[src/rtl/mul_wb_arbiter.sv]
// mul_wb_arbiter
//   Merges the single-cycle ALU result stream and the multi-cycle MUL/DIV
//   result stream onto the single register-file write port.
//   - MUL results always win the write port. Their results are older than
//     any ALU result that arrives in the same cycle or later.
//   - An ALU result that cannot be written immediately waits in a small
//     circular FIFO. The FIFO drains in order whenever no MUL result is
//     present.
//   - Decode is stalled early enough to keep one FIFO slot free for a
//     result that is already in flight.
//
// Ports
//   clk, reset                  clock; synchronous active-high reset
//   alu_valid_i/_reg_write_i    ALU result strobe and its "writes rd" flag
//   alu_rd_i, alu_result_i      ALU destination register and data
//   mul_valid_i/_reg_write_i    MUL/DIV result strobe and its "writes rd" flag
//   mul_rd_i, mul_result_i      MUL/DIV destination register and data
//   stall_o                     upstream must hold off new ALU results
//   rf_we_o/_waddr_o/_wdata_o   registered register-file write port
//   count_o                     FIFO occupancy
//   overflow_o                  sticky: an ALU result was dropped
module mul_wb_arbiter #(
  parameter int DEPTH          = 4,
  parameter int INSTR_REG_SIZE = 5,
  parameter int WD_SIZE        = 32
) (
  input  logic                          clk,
  input  logic                          reset,
  input  logic                          alu_valid_i,
  input  logic                          alu_reg_write_i,
  input  logic [INSTR_REG_SIZE-1:0]     alu_rd_i,
  input  logic [WD_SIZE-1:0]            alu_result_i,
  input  logic                          mul_valid_i,
  input  logic                          mul_reg_write_i,
  input  logic [INSTR_REG_SIZE-1:0]     mul_rd_i,
  input  logic [WD_SIZE-1:0]            mul_result_i,
  output logic                          stall_o,
  output logic                          rf_we_o,
  output logic [INSTR_REG_SIZE-1:0]     rf_waddr_o,
  output logic [WD_SIZE-1:0]            rf_wdata_o,
  output logic [$clog2(DEPTH+1)-1:0]    count_o,
  output logic                          overflow_o
);

  localparam int CW = $clog2(DEPTH + 1);
  localparam int PW = $clog2(DEPTH);

  // FIFO storage: no reset, so it can map onto distributed/block RAM.
  logic [INSTR_REG_SIZE-1:0] rd_mem   [DEPTH];
  logic [WD_SIZE-1:0]        data_mem [DEPTH];

  logic [PW-1:0]             head_reg, tail_reg;
  logic [CW-1:0]             count_reg, count_next;
  logic                      rf_we_reg;
  logic [INSTR_REG_SIZE-1:0] rf_waddr_reg;
  logic [WD_SIZE-1:0]        rf_wdata_reg;
  logic                      overflow_reg;

  logic alu_eff, mul_eff;
  logic fifo_empty, fifo_full;
  logic deq, enq, drop;

  function automatic logic [PW-1:0] ptr_inc(input logic [PW-1:0] p);
    return (p == PW'(DEPTH - 1)) ? '0 : p + PW'(1);
  endfunction

  assign alu_eff = alu_valid_i & alu_reg_write_i & (alu_rd_i != '0);
  assign mul_eff = mul_valid_i & mul_reg_write_i & (mul_rd_i != '0);

  assign fifo_empty = (count_reg == '0);
  assign fifo_full  = (count_reg == CW'(DEPTH));

  // The FIFO head owns the port whenever MUL is absent.
  assign deq = ~mul_eff & ~fifo_empty;
  // An ALU result is parked whenever something older holds the port this
  // cycle. At full, a same-cycle dequeue frees the slot it needs.
  assign enq  = alu_eff & (mul_eff | ~fifo_empty) & (~fifo_full | deq);
  assign drop = alu_eff & fifo_full & ~deq;

  always_comb begin
    count_next = count_reg;
    case ({enq, deq})
      2'b10:   count_next = count_reg + CW'(1);
      2'b01:   count_next = count_reg - CW'(1);
      default: count_next = count_reg;
    endcase
  end

  always_ff @(posedge clk) begin
    if (reset) begin
      head_reg     <= '0;
      tail_reg     <= '0;
      count_reg    <= '0;
      rf_we_reg    <= 1'b0;
      rf_waddr_reg <= '0;
      rf_wdata_reg <= '0;
      overflow_reg <= 1'b0;
    end else begin
      count_reg <= count_next;
      if (enq) tail_reg <= ptr_inc(tail_reg);
      if (deq) head_reg <= ptr_inc(head_reg);
      if (drop) overflow_reg <= 1'b1;

      // Address/data hold their last value on idle cycles.
      rf_we_reg <= mul_eff | deq | alu_eff;
      if (mul_eff) begin
        rf_waddr_reg <= mul_rd_i;
        rf_wdata_reg <= mul_result_i;
      end else if (deq) begin
        rf_waddr_reg <= rd_mem[head_reg];
        rf_wdata_reg <= data_mem[head_reg];
      end else if (alu_eff) begin
        rf_waddr_reg <= alu_rd_i;
        rf_wdata_reg <= alu_result_i;
      end
    end
  end

  always_ff @(posedge clk) begin
    if (enq) begin
      rd_mem[tail_reg]   <= alu_rd_i;
      data_mem[tail_reg] <= alu_result_i;
    end
  end

  // Stall one entry early: an ALU result may already be in flight when
  // decode sees the stall.
  assign stall_o    = (count_reg >= CW'(DEPTH - 1));
  assign rf_we_o    = rf_we_reg;
  assign rf_waddr_o = rf_waddr_reg;
  assign rf_wdata_o = rf_wdata_reg;
  assign count_o    = count_reg;
  assign overflow_o = overflow_reg;

endmodule

[config.mk]
export PLATFORM = sky130hd
export DESIGN_NAME = mul_wb_arbiter
export DESIGN_NICKNAME = d
export VERILOG_FILES = /design/src/rtl/mul_wb_arbiter.sv
export SDC_FILE = /design/constraint.sdc
export NUM_CORES = 1
export LEC_CHECK = 0
export CAP_MARGIN = 15
export CORE_MARGIN = 5
export CORE_UTILIZATION = 40
export CTS_CLUSTER_SIZE = 16
export DETAILED_ROUTE_END_ITERATION = 16
export DONT_BUFFER_PORTS = 1
export GPL_ROUTABILITY_DRIVEN = 0
export GPL_TIMING_DRIVEN = 0
export PLACE_DENSITY = 0.5
export SYNTH_ARGS = -nofsm -noshare
export SYNTH_HDL_FRONTEND = slang
export SYNTH_SLANG_ARGS = --single-unit
[constraint.sdc]
create_clock -name clk -period 4.5 [get_ports clk]
set_input_delay 0.675 -clock clk [delete_from_list [all_inputs] [get_ports clk]]
set_output_delay 0.675 -clock clk [all_outputs]
set_load 0.005 [all_outputs]
==> results.ini, run 1 <==
[timing]
maxSlewViolCount=0
layout_min_cycle_time_ps=3150
worst_pin_slew_ps=1130
rsz0062_at_grt=false
fmax_mhz=317
clock_skew_ps=12.3
fin_ws_ps=1350
setup_viol=0
maxSlewHeadroom_pct=24.4
timing.hold.ws_ps=335
finalHoldViolCount=0
finalCritPeriodShare_pct=70.1
tns_ps=0

[floorplanning]
core_area_um2=19400
fp.dieH_um=150
rows=51
die_x_um=150
dieArea_um2=22600
ios=123
initial_utilization_pct=40.5

[hold_path]
hp-class=input port to flip-flop
hold_start=alu_result_i[8]

[synthesis]
synth_top_flop_cell=edfxtp_1
synth_cell_types=44
ys_ff_latch=196
synth_nets=601
synth-edff-count=148
yosysSeqAreaShare_pct=68.8
post_synth.cell_area_avg_um2=15.3
synth-async-reset-ratio_pct=0
netlist_instances=515
yosys_warnings=0
synthesis.area_um2=7860

[critical_path]
crit_path_cell_trace=or3_1 -> clkbuf_1 -> clkbuf_1 -> and3_1 -> fa_1 -> inv_1 -> or4_1 -> o211ai_1 -> a31oi_1
path_class=flip-flop to flip-flop
cpPeakStageDelay_ps=530
setup.worst_path.end_class=flip-flop
rr_startpoint=count_o[0]
cp-start-kind=flip-flop
crit_fanout=10
cp_data_arrival_time_ps=3450
cp_num_buf_inv=3
crit_path_start=count_o[0]
cp_top_family=simple AND/OR/NAND/NOR gates
cp.required_ps=4790
worst_path_most_repeated_cell=clkbuf_1
cp_slowest_cell=dfxtp_1

[pwr]
ir_worst_vdd_uv=258
p_leak_uw=0.00289
p_per_area_nw_per_um2=453

[layout]
antenna_cells=0
fillers=1776
final_util_pct=45.9
nets=624
drive_gt1_share_pct=18.1
fin_cells=816
top_register=data_mem
largest_reg_flops=128
area_delta_synth_final_pct=13.3

[global_routing]
grt_pass1_vias=4771
grt_max_degree=28
grt_pass1_wl_um=28700
antenna_found_initial=0
track_usage_pct=17.3
overflow=0

[routing]
drt_pre_antenna_iters=4
drcViolationCount=0
via_per_inst=5.50
postRouteWirelength_um=18800
vias=4489
drtIter0Drc=260
ant_nets=0
wl_per_cell_um=23.0

[place]
pre_cts_slack_ps=1190
dp_cells=784
portBuffers=0
post-dp-hpwl_um=12600

[clocking]
cts_setup_buffers=0
clock_path_buffers=2
htreeDepth=4
cts_buffers=17
cts.hold.buffers_added=0
tritoncts=yes
cts_resized=0
path_clk_slew_ps=70
cts_num_sinks=196
cts-root-buf=clkbuf_16
clock_latency_ps=430

[flow_run]
maxCapViolations=0

[outcome]
outcome=completed

per-stage QoR:
stage	total power, uW	instance area (um2)
after floorplan	2380	7860
after global placement	2490	8190
after detailed placement	2500	8290
after CTS	4080	8910
after global routing	4210	8910
final	4030	8910
layout make-up:
| type | count | area, um2 | area share [%] |
|---|---|---|---|
| repair buffers | 4 | 87.6 | 0.983 |
| inverters | 7 | 26.3 | 0.295 |
| plain buffers | 34 | 168 | 1.88 |
| multi-input cells | 278 | 2270 | 25.5 |
| clock buffers | 17 | 425 | 4.78 |
| well taps | 265 | 332 | 3.72 |
| clock inverters | 15 | 195 | 2.19 |
| flip-flops and latches | 196 | 5410 | 60.7 |
report_power, final:
part | internal, uW | total (uW) | leakage [uW] | switching (uW)
sequential | 2020 | 2070 | 0.00173 | 50.7
clock | 893 | 1580 | 0.000302 | 687
combinational | 157 | 384 | 0.000858 | 227
worst reg2reg max path, stage by stage, from the launching register on:
cell	delay, ps
dfxtp_1	530
or3_1	280
clkbuf_1	460
clkbuf_1	500
and3_1	270
fa_1	240
inv_1	50
or4_1	510
o211ai_1	100
a31oi_1	90
Yosys cell counts (2+ instances only):
cell type,instances,area (um2)
xnor2_1,2,17.5
a21oi_1,5,25.0
o2bb2ai_1,34,298
o211ai_1,3,22.5
mux4_2,37,833
buf_2,11,55.1
dfxtp_1,48,961
a31oi_1,3,18.8
or4_1,3,22.5
nor2_1,7,26.3
buf_4,5,37.5
clkbuf_1,16,60.1
edfxtp_1,148,4440
a211oi_1,2,15.0
or4_4,2,22.5
ha_1,5,62.6
nand2_1,73,274
o41ai_1,2,17.5
o21ai_0,37,185
nand3_1,37,185
nor3_1,2,10.0
inv_1,7,26.3
and2_1,5,31.3
layout by cell type, fill, tap and decap left out, types with 2 or more instances in the layout:
master and n:
xnor2_1 2, nand3_1 37, o211ai_1 3, buf_12 3, dfxtp_1 48, nor3_1 2, o21ai_0 37, nand2_1 73
inv_6 6, inv_1 7, mux4_2 37, o41ai_1 2, clkbuf_1 16, and2_2 4, clkbuf_16 17, a211oi_1 2
nor2_1 7, or4_4 2, buf_4 5, a31oi_1 3, buf_2 11, ha_1 5, or4_1 3, a21oi_1 5
o2bb2ai_1 34, edfxtp_1 148, bufinv_16 3
worst paths after layout:
path	endpoint	cells past startpoint	slack (ps)
max	count_o[2]	9	1350
min	data_mem[3][8]	0	340
max reg2reg	count_o[2]	9	1350
min reg2reg	rf_wdata_o[2]	1	490
cell families after synthesis:
kind of cell,count (synthesis),share of synthesized area (%)
DFF,196,68.8
and+or+nand+nor,136,7.97
AOI/OAI and AO/OA,96,8.80
buffers and inverters,41,2.47
muxes,38,10.7
adders and majority gates,6,1.05
xor gates and xnor gates,2,0.223
layer usage:
layer / share of wire (%) / vias up / GRT usage, %
met5: 0 / - / 0
met4: 0.94 / 0 / 4.44
met3: 7.9 / 17 / 5.45
met2: 49 / 155 / 28.9
met1: 42 / 2262 / 22.0
li1: - / 2055 / -
(Power assumes the default switching activity.)
==> run 2: changes to the inputs <==
--- a/config.mk
+++ b/config.mk
@@ -13,7 +13,7 @@
 export DONT_BUFFER_PORTS = 1
 export GPL_ROUTABILITY_DRIVEN = 0
 export GPL_TIMING_DRIVEN = 0
-export PLACE_DENSITY = 0.5
+export PLACE_DENSITY = 0.52
 export SYNTH_ARGS = -nofsm -noshare
 export SYNTH_HDL_FRONTEND = slang
 export SYNTH_SLANG_ARGS = --single-unit
==> constraint.sdc (replaced) <==
create_clock -name clk -period 2.8 [get_ports clk]
set_input_delay 0.42 -clock clk [delete_from_list [all_inputs] [get_ports clk]]
set_output_delay 0.42 -clock clk [all_outputs]
set_load 0.005 [all_outputs]
==> run 2 against run 1 <==
Net effect:
- sequential power is 60% higher
- fmax grew 19%
- die area stayed put
- setup slack got worse by 1200 ps
- global-route usage down 0.10 points
- non-clock buffer count is 5 lower
- critical path depth decreased by 3
- sequential share of layout area increased by 0.54 points
==> results.ini, run 2 (same netlist as run 1, synthesis figures left out) <==
[outcome]
outcome=completed

[pwr]
ir_worst_vdd_uv=424  ; +64%
power_uw=6510  ; +62%
p_per_area_nw_per_um2=738  ; +63%
p_leak_uw=0.00285  ; -1.3%

[layout]
final_common_cell=edfxtp_1
area_delta_synth_final_pct=12.3
nets=619  ; -0.80%
final_util_pct=45.5  ; -0.41 points
antenna_cells=0  ; unchanged
mostFrequentLayoutCells=148 x edfxtp_1, 73 x nand2_1, 48 x dfxtp_1
top_register=data_mem
largest_reg_flops=128  ; unchanged
drive_gt1_share_pct=17.6  ; -0.57 points

[routing]
drt_pre_antenna_iters=4  ; unchanged
wl_met1_um=7990  ; +0.66%
ant_nets=0  ; unchanged
vias=4491  ; +0.045%
via_per_inst=5.54  ; +0.66%
dr_wl_met2_um=8890  ; -3.2%
wl_met3_um=1660  ; +13%
drtIter0Drc=261  ; +0.38%
drcViolationCount=0  ; unchanged
top_layer=met4
postRouteWirelength_um=18800  ; about the same
wl_per_cell_um=23.2  ; +0.60%

[floorplanning]
initial_utilization_pct=40.5  ; unchanged
fp.dieH_um=150  ; unchanged
dieArea_um2=22600  ; unchanged
die_x_um=150  ; unchanged
rows=51  ; unchanged
ios=123  ; unchanged
core_area_um2=19400  ; unchanged

[critical_path]
cp-start-kind=flip-flop
crit_fanout=12  ; +2
crit_path_cell_trace=or3_4 -> clkbuf_2 -> and3_1 -> fa_1 -> or4_1 -> a31oi_1
cp_data_arrival_time_ps=3000  ; -450 ps
cp.required_ps=3150  ; -1640 ps
path_class=flip-flop to flip-flop
setup.worst_path.end_class=flip-flop
cpPeakStageDelay_ps=530  ; about the same
cp_slowest_cell=or3_4

[clocking]
clock_latency_ps=430  ; about the same
tritoncts=yes
cts-root-buf=clkbuf_16
cts_setup_buffers=0  ; unchanged
cts_buffers=17  ; unchanged
path_clk_slew_ps=70  ; about the same
cts_num_sinks=196  ; unchanged
htreeDepth=4  ; unchanged
cts.hold.buffers_added=0  ; unchanged
clock_path_buffers=2  ; unchanged

[global_routing]
track_usage_pct=17.2  ; -0.10 points
grt_pass1_vias=4671  ; -2.1%
antenna_found_initial=0  ; unchanged
grt_pass1_wl_um=28400  ; -1.0%
overflow=0  ; unchanged
grt_max_degree=38  ; +36%

[timing]
finalCritPeriodShare_pct=94.6  ; +25 points
layout_min_cycle_time_ps=2650  ; -505 ps
finalHoldViolCount=0  ; unchanged
rsz0062_at_grt=true
maxSlewHeadroom_pct=25.4  ; +1.0 points
clock_skew_ps=10.9  ; -1.38 ps
maxSlewViolCount=0  ; unchanged
timing.hold.ws_ps=79.0  ; -256 ps
setup_viol=0  ; unchanged
worst_pin_slew_ps=1120  ; -6.37 ps
fmax_mhz=377  ; +19%

[hold_path]
hp-class=input port to flip-flop

[place]
post-dp-hpwl_um=12100  ; -4.2%
portBuffers=0  ; unchanged

[flow_run]
maxCapViolations=0  ; unchanged

-- run 2: routing by layer --
| metal | GRT usage, % | vias up |
|---|---|---|
| met5 | 0 | - |
| met2 | 27.3 | 158 |
| met4 | 4.80 | 0 |
| met1 | 22.3 | 2281 |
| li1 | - | 2038 |
| met3 | 6.29 | 14 |
-- run 2: power by group --
part	leakage (uW)	switching, uW	internal [uW]	total [uW]
sequential	0.00173	82.6	3240	3320
clock	0.000299	1050	1520	2580
combinational	0.000823	360	250	610
total	0.00285	1500	5020	6510
-- run 2: layout make-up --
cell class | instances | area [um2]
plain buffers | 33 | 165
clock inverters | 12 | 179
flip-flops and latches | 196 | 5410
clock buffers | 20 | 447
inverters | 7 | 26.3
fillers | 1763 | 10600
well taps | 265 | 332
multi-input cells | 278 | 2270
-- run 2: path summary, 6_finish.rpt --
kind	from	cells after the start	slack, ps	to
max	count_o[2]	6	150	count_o[2]
min	alu_result_i[7]	0	80	data_mem[2][7]
max reg2reg	count_o[2]	6	150	count_o[2]
min reg2reg	rf_wdata_o[22]	1	490	rf_wdata_o[22]
-- run 2: worst max-delay path: cells and delay by family, from the launching register on --
family	cells	cell delay (ps)
adders and majority gates	1	440
DFF	1	400
and+or+nand+nor	3	1300
AOI/OAI and AO/OA	1	160
buffers and inverters	1	280
-- run 2: per-stage QoR --
stage | area [um2] | std cells | setup slack [ps] | setup TNS, ps
3_3_place_gp | 8200 | 780 | -443 | -37250
5_1_grt | 8830 | 811 | -37.8 | -2840
4_1_cts | 8830 | 811 | 84.5 | 0
3_5_place_dp | 8200 | 780 | -448 | -38620
6_report | 8830 | 811 | 150 | 0
2_1_floorplan | 7870 | 515 | 132 | 0
-- run 2: repair_timing --
item	in CTS	in global routing
pin swaps	0	0
hold endpoints to repair	0	0
endpoints found under the setup margin	2	148
gates resized for setup	2	1
